--- config.mk ---
export PLATFORM = sky130hd
export DESIGN_NAME = instr_encoder
export DESIGN_NICKNAME = d
export VERILOG_FILES = /design/src/rtl/isa_pkg.sv /design/src/rtl/instr_pack.sv /design/src/rtl/instr_encoder.sv
export SDC_FILE = /design/constraint.sdc
export NUM_CORES = 1
export LEC_CHECK = 0
export ABC_AREA = 1
export BUFFER_PORTS_ARGS = -buffer_cell sky130_fd_sc_hd__buf_2
export CELL_PAD_IN_SITES_DETAIL_PLACEMENT = 0
export CELL_PAD_IN_SITES_GLOBAL_PLACEMENT = 1
export CORE_MARGIN = 1
export CORE_UTILIZATION = 30
export DETAILED_ROUTE_END_ITERATION = 8
export PLACE_DENSITY_LB_ADDON = 0.1
export SYNTH_ARGS = -nofsm -noshare
export SYNTH_HDL_FRONTEND = slang
export SYNTH_SLANG_ARGS = --single-unit
--- constraint.sdc ---
create_clock -name clock -period 1.7 [get_ports clock]
set_clock_uncertainty 0.2 [all_clocks]
set_input_delay 0.34 -clock clock [delete_from_list [all_inputs] [get_ports clock]]
set_output_delay 0.34 -clock clock [all_outputs]
set_load 0.05 [all_outputs]
--- src/rtl/isa_pkg.sv ---
// rtl/isa_pkg.sv - shared opcodes, instruction field positions and encoder FSM states
//
// Purpose: single source of truth for the instruction format. The control
// decoder and the instruction encoder both import this package so that the
// opcode values and field positions cannot drift apart.
// Contents:
//   OP_R, OP_ADDI, OP_SW, OP_LW  supported 5-bit opcodes
//   *_LSB, *_W                   instruction field positions and widths
//   enc_state_e                  encoder FSM states (IDLE, PEND, FULL)
//   is_legal_op()                true for the opcodes listed above

package isa_pkg;

    localparam logic [4:0] OP_R    = 5'b00000;
    localparam logic [4:0] OP_ADDI = 5'b00101;
    localparam logic [4:0] OP_SW   = 5'b00111;
    localparam logic [4:0] OP_LW   = 5'b01000;

    localparam int FIELD_W   = 5;
    localparam int IMM_W     = 17;
    localparam int OP_LSB    = 27;
    localparam int RD_LSB    = 22;
    localparam int RS_LSB    = 17;
    localparam int RT_LSB    = 12;
    localparam int SHAMT_LSB = 7;
    localparam int ALUOP_LSB = 2;
    localparam int IMM_LSB   = 0;

    typedef enum logic [1:0] {
        ST_IDLE = 2'd0,
        ST_PEND = 2'd1,
        ST_FULL = 2'd2
    } enc_state_e;

    function automatic logic is_legal_op(input logic [4:0] op);
        return (op == OP_R) || (op == OP_ADDI) || (op == OP_SW) || (op == OP_LW);
    endfunction

endpackage

--- src/rtl/instr_pack.sv ---
// rtl/instr_pack.sv - combinational field-to-word instruction packer
//
// Purpose: builds the 32-bit instruction word from decoded fields and flags
// whether the opcode is one the control decoder understands.
// Ports:
//   opcode_i        5   opcode
//   rd_i/rs_i/rt_i  5   register numbers
//   shamt_i         5   shift amount (R-type only)
//   aluop_i         5   ALU op (R-type only)
//   imm_i           17  immediate (I-type only)
//   word_o          32  encoded word (0 when illegal)
//   legal_o         1   opcode is supported

module instr_pack
    import isa_pkg::*;
(
    input  logic [4:0]       opcode_i,
    input  logic [4:0]       rd_i,
    input  logic [4:0]       rs_i,
    input  logic [4:0]       rt_i,
    input  logic [4:0]       shamt_i,
    input  logic [4:0]       aluop_i,
    input  logic [IMM_W-1:0] imm_i,
    output logic [31:0]      word_o,
    output logic             legal_o
);

    always_comb begin
        word_o  = 32'h0;
        legal_o = is_legal_op(opcode_i);
        if (legal_o) begin
            word_o[OP_LSB +: FIELD_W] = opcode_i;
            word_o[RD_LSB +: FIELD_W] = rd_i;
            word_o[RS_LSB +: FIELD_W] = rs_i;
            if (opcode_i == OP_R) begin
                // bits [1:0] stay zero in the R format
                word_o[RT_LSB    +: FIELD_W] = rt_i;
                word_o[SHAMT_LSB +: FIELD_W] = shamt_i;
                word_o[ALUOP_LSB +: FIELD_W] = aluop_i;
            end else begin
                // I format: rt, shamt and aluop are ignored
                word_o[IMM_LSB +: IMM_W] = imm_i;
            end
        end
    end

endmodule

--- src/rtl/instr_encoder.sv ---
// rtl/instr_encoder.sv - streams packed instruction words into instruction memory
//
// Purpose: accepts decoded field bundles (valid/ready), packs them into 32-bit
// words and writes them to consecutive instruction-memory addresses through a
// single registered output stage. Illegal opcodes are accepted and dropped.
// Ports:
//   clock, reset (sync, active-low), clear (sync)
//   in_valid/in_ready, in_opcode, in_rd, in_rs, in_rt, in_shamt, in_aluop, in_imm
//   imem_we, imem_ready, imem_addr [ADDR_W], imem_data [32]
//   full, err_illegal, illegal_cnt [8], word_cnt [ADDR_W+1]

module instr_encoder
    import isa_pkg::*;
#(
    parameter int ADDR_W = 12,
    parameter int DEPTH  = 4096
) (
    input  logic              clock,
    input  logic              reset,
    input  logic              clear,
    input  logic              in_valid,
    output logic              in_ready,
    input  logic [4:0]        in_opcode,
    input  logic [4:0]        in_rd,
    input  logic [4:0]        in_rs,
    input  logic [4:0]        in_rt,
    input  logic [4:0]        in_shamt,
    input  logic [4:0]        in_aluop,
    input  logic [16:0]       in_imm,
    output logic              imem_we,
    input  logic              imem_ready,
    output logic [ADDR_W-1:0] imem_addr,
    output logic [31:0]       imem_data,
    output logic              full,
    output logic              err_illegal,
    output logic [7:0]        illegal_cnt,
    output logic [ADDR_W:0]   word_cnt
);

    // word_cnt value while the final word (number DEPTH) is pending
    localparam logic [ADDR_W:0] LAST_CNT = (ADDR_W+1)'(DEPTH - 1);

    enc_state_e        state_q, state_d;
    logic [ADDR_W-1:0] addr_q, addr_d;
    logic [31:0]       data_q, data_d;
    logic [ADDR_W:0]   cnt_q, cnt_d;
    logic              err_q, err_d;
    logic [7:0]        ill_q, ill_d;

    logic [31:0] packed_word;
    logic        packed_legal;
    logic        last_pend;
    logic        accept;
    logic        legal_acc;
    logic        illegal_acc;
    logic        commit;

    instr_pack u_pack (
        .opcode_i (in_opcode),
        .rd_i     (in_rd),
        .rs_i     (in_rs),
        .rt_i     (in_rt),
        .shamt_i  (in_shamt),
        .aluop_i  (in_aluop),
        .imm_i    (in_imm),
        .word_o   (packed_word),
        .legal_o  (packed_legal)
    );

    assign last_pend = (cnt_q == LAST_CNT);

    // Pass-through in PEND only when the pending word leaves this cycle and
    // there is still room for another one behind it.
    assign in_ready = (state_q == ST_IDLE) ||
                      ((state_q == ST_PEND) && imem_ready && !last_pend);

    assign accept      = in_valid && in_ready;
    assign legal_acc   = accept && packed_legal;
    assign illegal_acc = accept && !packed_legal;
    assign commit      = (state_q == ST_PEND) && imem_ready;

    always_comb begin
        state_d = state_q;
        addr_d  = addr_q;
        data_d  = data_q;
        cnt_d   = cnt_q;
        err_d   = err_q;
        ill_d   = ill_q;

        if (commit) begin
            cnt_d = cnt_q + (ADDR_W+1)'(1);
            // The final commit leaves the address on the last word so it
            // never wraps past DEPTH-1 while sitting in FULL.
            if (!last_pend) begin
                addr_d = addr_q + ADDR_W'(1);
            end
        end

        case (state_q)
            ST_IDLE: begin
                if (legal_acc) begin
                    state_d = ST_PEND;
                    data_d  = packed_word;
                end
            end
            ST_PEND: begin
                // a legal accept here implies a commit in the same cycle
                if (legal_acc) begin
                    data_d = packed_word;
                end else if (commit) begin
                    state_d = last_pend ? ST_FULL : ST_IDLE;
                end
            end
            ST_FULL: begin
                state_d = ST_FULL;
            end
            default: begin
                state_d = ST_IDLE;
            end
        endcase

        if (illegal_acc) begin
            err_d = 1'b1;
            if (ill_q != 8'hFF) begin
                ill_d = ill_q + 8'd1;
            end
        end
    end

    always_ff @(posedge clock) begin
        if (!reset || clear) begin
            state_q <= ST_IDLE;
            addr_q  <= '0;
            data_q  <= '0;
            cnt_q   <= '0;
            err_q   <= 1'b0;
            ill_q   <= 8'h0;
        end else begin
            state_q <= state_d;
            addr_q  <= addr_d;
            data_q  <= data_d;
            cnt_q   <= cnt_d;
            err_q   <= err_d;
            ill_q   <= ill_d;
        end
    end

    // decoded directly from registered state, so no in_* to imem_* path
    assign imem_we     = (state_q == ST_PEND);
    assign full        = (state_q == ST_FULL);
    assign imem_addr   = addr_q;
    assign imem_data   = data_q;
    assign err_illegal = err_q;
    assign illegal_cnt = ill_q;
    assign word_cnt    = cnt_q;

endmodule

# Word level (Yosys, flattened, before mapping)
# Index checks and enable logic that the tools add are counted.
# word_totals
reg_bits,68
latchBits,0
ramBits,0
mem_bits_ro,0
in_bits,52
out_inout_bits,69
wordCells,48
mem_count,0
# op_classes
n_addsub,3
mul,0
div,0
order_cmp,0
n_eq_ne,10
shift,0
n_mux,8
bitwise,1
reduce_logical,20
# op_table
op,count
$mux 32,1
$mux 15,1
$add 13x1->13 const B,1
$eq 13x12->1 const B,1
$add 12x1->12 const B,1
$eq 5x3->1 const B,2
$mux 2,5
$add 8x1->8 const B,1
$ne 8x8->1 const B,1
$pmux 2 s3,1
$reduce_and 2->1,3
$eq 5x4->1 const B,1
$logic_and 1x1->1,5
$logic_not 5->1,1
$logic_or 1x1->1,5
$ne 2x2->1 const B,2
$logic_not 1->1,3
$reduce_and 3->1,1
$eq 2x1->1 const B,1
$eq 2x2->1 const B,1
$logic_not 2->1,1
$ne 2x1->1 const B,1
$reduce_or 2->1,1
$not 1->1,1

# Longest topological paths before layout
# depth
ltp_word,8
depth_mapped,12
mapped_depth_nobuf,11

# Cells and area by module
# From an unflattened synthesis, not the netlist that was laid out.
# hier_totals
hier_cells,555
hier_area_um2,4013.8
# modules_own_cells
mod,n_inst,cells_each,area_each_um2,seq_area_each_um2
instr_encoder,1,398,3159.3,1361.3
instr_pack,1,157,854.6,0.0

# Worst setup path after synthesis
# OpenSTA, ideal clock, no wires.
# synth_path
kind,register to register
startpoint,"register cnt_q[1], in the netlist word_cnt[1]"
endpoint,"register data_q[26], in the netlist imem_data[26]"
arrival_time_ns,2.178
t_required_ns,1.430
slack_ns,-0.748
path_stages_with_launch,11
path_buffers,1
synth_period_minus_slack_ns,2.448
cell_sequence,dfxtp_1 -> ha_1 -> nand2_1 -> nor2_1 -> nand3_1 -> nand2_2 -> nand2_1 -> nand3_2 -> buf_2 -> nand2_1 -> a21oi_1
# synth_between
elab_chain_len,7
# synth_rtl
item,line_no,text
from (decl),instr_encoder.sv:46,"logic [ADDR_W:0] cnt_q, cnt_d;"
from (signal assigned),instr_encoder.sv:142,cnt_q <= cnt_d;
$eq 13x12->1,instr_encoder.sv:70,assign last_pend = (cnt_q == LAST_CNT);
$logic_not 1->1,--,
$logic_and 1x1->1,instr_encoder.sv:75,((state_q == ST_PEND) && imem_ready && !last_pend);
$logic_or 1x1->1,instr_encoder.sv:74,assign in_ready = (state_q == ST_IDLE) ||
via in_ready,instr_encoder.sv:22,"output logic in_ready,"
$logic_and 1x1->1,instr_encoder.sv:77,assign accept = in_valid && in_ready;
$logic_and 1x1->1,instr_encoder.sv:78,assign legal_acc = accept && packed_legal;
$reduce_and 2->1 (no source line),--,
to (signal assigned),instr_encoder.sv:141,data_q <= data_d;
to (decl),instr_encoder.sv:45,"logic [31:0] data_q, data_d;"
# The timed path passes the listed nets, and every way through them passes these cells.
# A chain may end at the register's enable or synchronous reset.

# Worst setup path in the final report
# layout_path
startpoint,"register cnt_q[0], in the netlist word_cnt[0]"
endpoint,output port in_ready
# layout_between
elab_chain_len,4
# layout_rtl
item,line_no
$eq 13x12->1,instr_encoder.sv:70
$logic_not 1->1,--
$logic_and 1x1->1,instr_encoder.sv:75
$logic_or 1x1->1,instr_encoder.sv:74
to (decl),instr_encoder.sv:22
# Every way passes these cells.

==> flow_metrics.py <==
metrics = {
    "outcome": {
        "violations": "negative setup slack",
        "status": "complete, but fails checks",
    },
    "grt": {
        "grt_pass1_vias": 3228,
        "grt_use_met2": 0.279,
        "grt_max_degree": 33,
        "grt_remaining_overflow": 0,
        "grt_pass1_wl_um": 15000,
        "track_usage": 0.171,
        "met3_usage": 0.0424,
        "grt.busiest_layer": "met2",
        "antenna_found_initial": 0,
        "use_met1": 0.217,
    },
    "routing": {
        "via_per_inst": 4.57,
        "drcViolationCount": 0,
        "ant_nets": 0,
        "via_count": 3475,
        "routed_wl_um": 9630,
        "drt_iter0_markers": 110,
        "drt_pass1_iterations": 4,
        "post_drt_wl_per_cell_um": 12.6,
    },
    "final_layout": {
        "antenna_cells": 0,
        "regArea_um2": 1400,
        "area_delta_synth_final_pct": 52.1,
        "final_util": 0.469,
        "layout_common_cells": "117 x buf_2, 96 x nand2_1, 56 x inv_1, 49 x dfxtp_1, 46 x a21oi_1",
        "layout.nets": 675,
        "fin_cells": 761,
        "drive_above_1_share": 0.413,
        "nFillCells": 1054,
        "final_common_cell": "buf_2",
        "post-route-cell-area_um2": 4840,
        "multi_input_area_um2": 1660,
    },
    "place": {
        "place_area_um2": 4300,
        "numPortBuffers": 120,
        "pre_cts_ws_ns": -0.152,
        "dp_hpwl_um": 6850,
        "gp_congestion": 0.801,
        "dp_cells": 738,
    },
    "synthesis": {
        "ys_seq_area_frac": 0.428,
        "synth_ff_type": "dfxtp_1",
        "synthTopCellsByArea": "dfxtp_1 43%, nand2_1 12%, a21oi_1 9.6%",
        "netlist-cell-type-count": 29,
        "yosysTopAreaCell": "dfxtp_1",
        "yosysWarnings": 0,
        "synth_top_area_share": 0.428,
        "async_flop_share": 0,
        "synthCells": 452,
        "synth-edff-count": 0,
        "syn_area_um2": 3180,
        "synth.avg_cell_area_um2": 7.04,
        "ys_ff_latch": 68,
        "syn_nets": 507,
    },
    "sta": {
        "max_slew_margin": 0.776,
        "setup_viol": 38,
        "hold_viol_final": 0,
        "max_freq_ghz": 0.526,
        "setup_slack_ns": -0.201,
        "grt_setup_unrepaired": "true",
        "post-route-period-util": 1.12,
        "worst_pin_slew_ns": 0.336,
        "min_period_ns": 1.90,
        "drv_slew": 0,
    },
    "min_path": {
        "hold_start": "in_rs[3]",
        "min_path_cells": 3,
        "hold_path.class": "primary input to flip-flop",
    },
    "worst_setup_path": {
        "required_ns": 1.16,
        "startpoint": "word_cnt[0]",
        "rr_startpoint": "word_cnt[0]",
        "crit_type": "flip-flop to output port",
        "crit_path_end_kind": "output port",
        "crit_fanout": 2,
        "start_kind": "flip-flop",
        "cp_data_arrival_time_ns": 1.36,
        "r2r_cells": 11,
    },
    "power_and_ir_drop": {
        "ir_worst_vdd_v": 0.000303,
        "power-per-cell-area_nw_per_um2": 705,
        "p_total_w": 0.00341,
        "p_leak_nw": 2.13,
    },
    "die": {
        "fp.dieW_um": 105,
        "core_um2": 10300,
        "dieArea_um2": 11000,
        "start_util": 0.308,
        "die_h_um": 105,
        "num_io_pins": 121,
        "rows": 37,
    },
    "clock_network": {
        "clk_pin_slew_ns": 0.08,
        "cts_buffers": 9,
        "root_buffer": "clkbuf_8",
        "worst_skew_pair.late_latency_ns": 0.34,
        "cts.hold.buffers_added": 0,
        "cts_max_level": 3,
        "cts_max_path_buffers": 2,
        "clock_sinks": 68,
        "tritoncts": "done",
    },
    "job": {
        "max-cap-violations": 0,
    },
}
[stage by stage]
step | hold WS (ns) | TNS [ns]
after global routing | 0.0512 | -9.14
after CTS | 0.0343 | -3.40
after floorplan | 0.300 | -9.03
final | 0.0589 | -5.21
after detailed placement | 0.245 | -5.54
after global placement | 0.241 | -4.11
[registers in the layout, indices dropped and copies added (netlist names)]
name and flops:
err_illegal 1, illegal_cnt 8, imem_data 32, state_q 2, word_cnt 13, imem_addr 12
[synth_stat cells, types with 2 or more instances]
library cell,n
nand2_1,99
dfxtp_1,68
a21oi_1,61
inv_1,56
nand3_1,38
nor2_1,31
o21ai_0,30
nand4_1,11
clkbuf_1,10
nor3_1,9
buf_2,6
xnor2_1,5
xor2_1,5
buf_6,4
ha_1,3
clkinv_1,2
nor3b_1,2
[logic make-up after synthesis]
| logic type | share of synthesized area |
|---|---|
| and+or+nand+nor | 0.272 |
| AOI/OAI and AO/OA | 0.155 |
| buffers and inverters | 0.106 |
| DFF | 0.428 |
| xor gates and xnor gates | 0.0275 |
| adders and majority gates | 0.0118 |
[layer usage]
metal	wire length, µm	share of wire	vias up
met5	0	0	-
met4	104	0.011	0
met3	490	0.051	7
met2	4440	0.46	83
met1	4590	0.48	1584
li1	-	-	1801
[worst max-delay path: stages (launching register included)]
cell,delay (ns)
dfxtp_4,0.36
ha_4,0.13
nand2_1,0.04
nor2_1,0.08
nand3_1,0.11
nand2_4,0.10
nand2_4,0.05
buf_8,0.15
[worst paths after layout]
check / slack (ns) / endpoint
hold reg to reg: 0.25 / imem_data[30]
setup / recovery: -0.20 / in_ready
hold / removal: 0.06 / imem_data[20]
setup reg to reg: -0.17 / imem_data[19]
[final cells by class]
type	instances	share of cell area
inverters	60	0.0481
clock inverters	5	0.0119
multi-input cells	304	0.342
flip-flops and latches	68	0.288
repair buffers	177	0.241
clock buffers	11	0.0336
well taps	136	0.0351
[report_power, final]
part	total [W]	switching [W]	leakage [nW]	internal [W]
clock network	0.00144	0.000631	0.114	0.000807
registers	0.00161	0.00000814	0.559	0.00160
logic	0.000368	0.000217	1.45	0.000152
total	0.00341	0.000856	2.13	0.00256
[what timing repair did]
item                                    4_1_cts  5_1_grt
resized for setup                            23       42
pin swaps                                     3        5
endpoints found under the setup margin       42       63
gates cloned                                  0        3
setup buffers                                 2        2
Power figures use the tool's default switching activity.
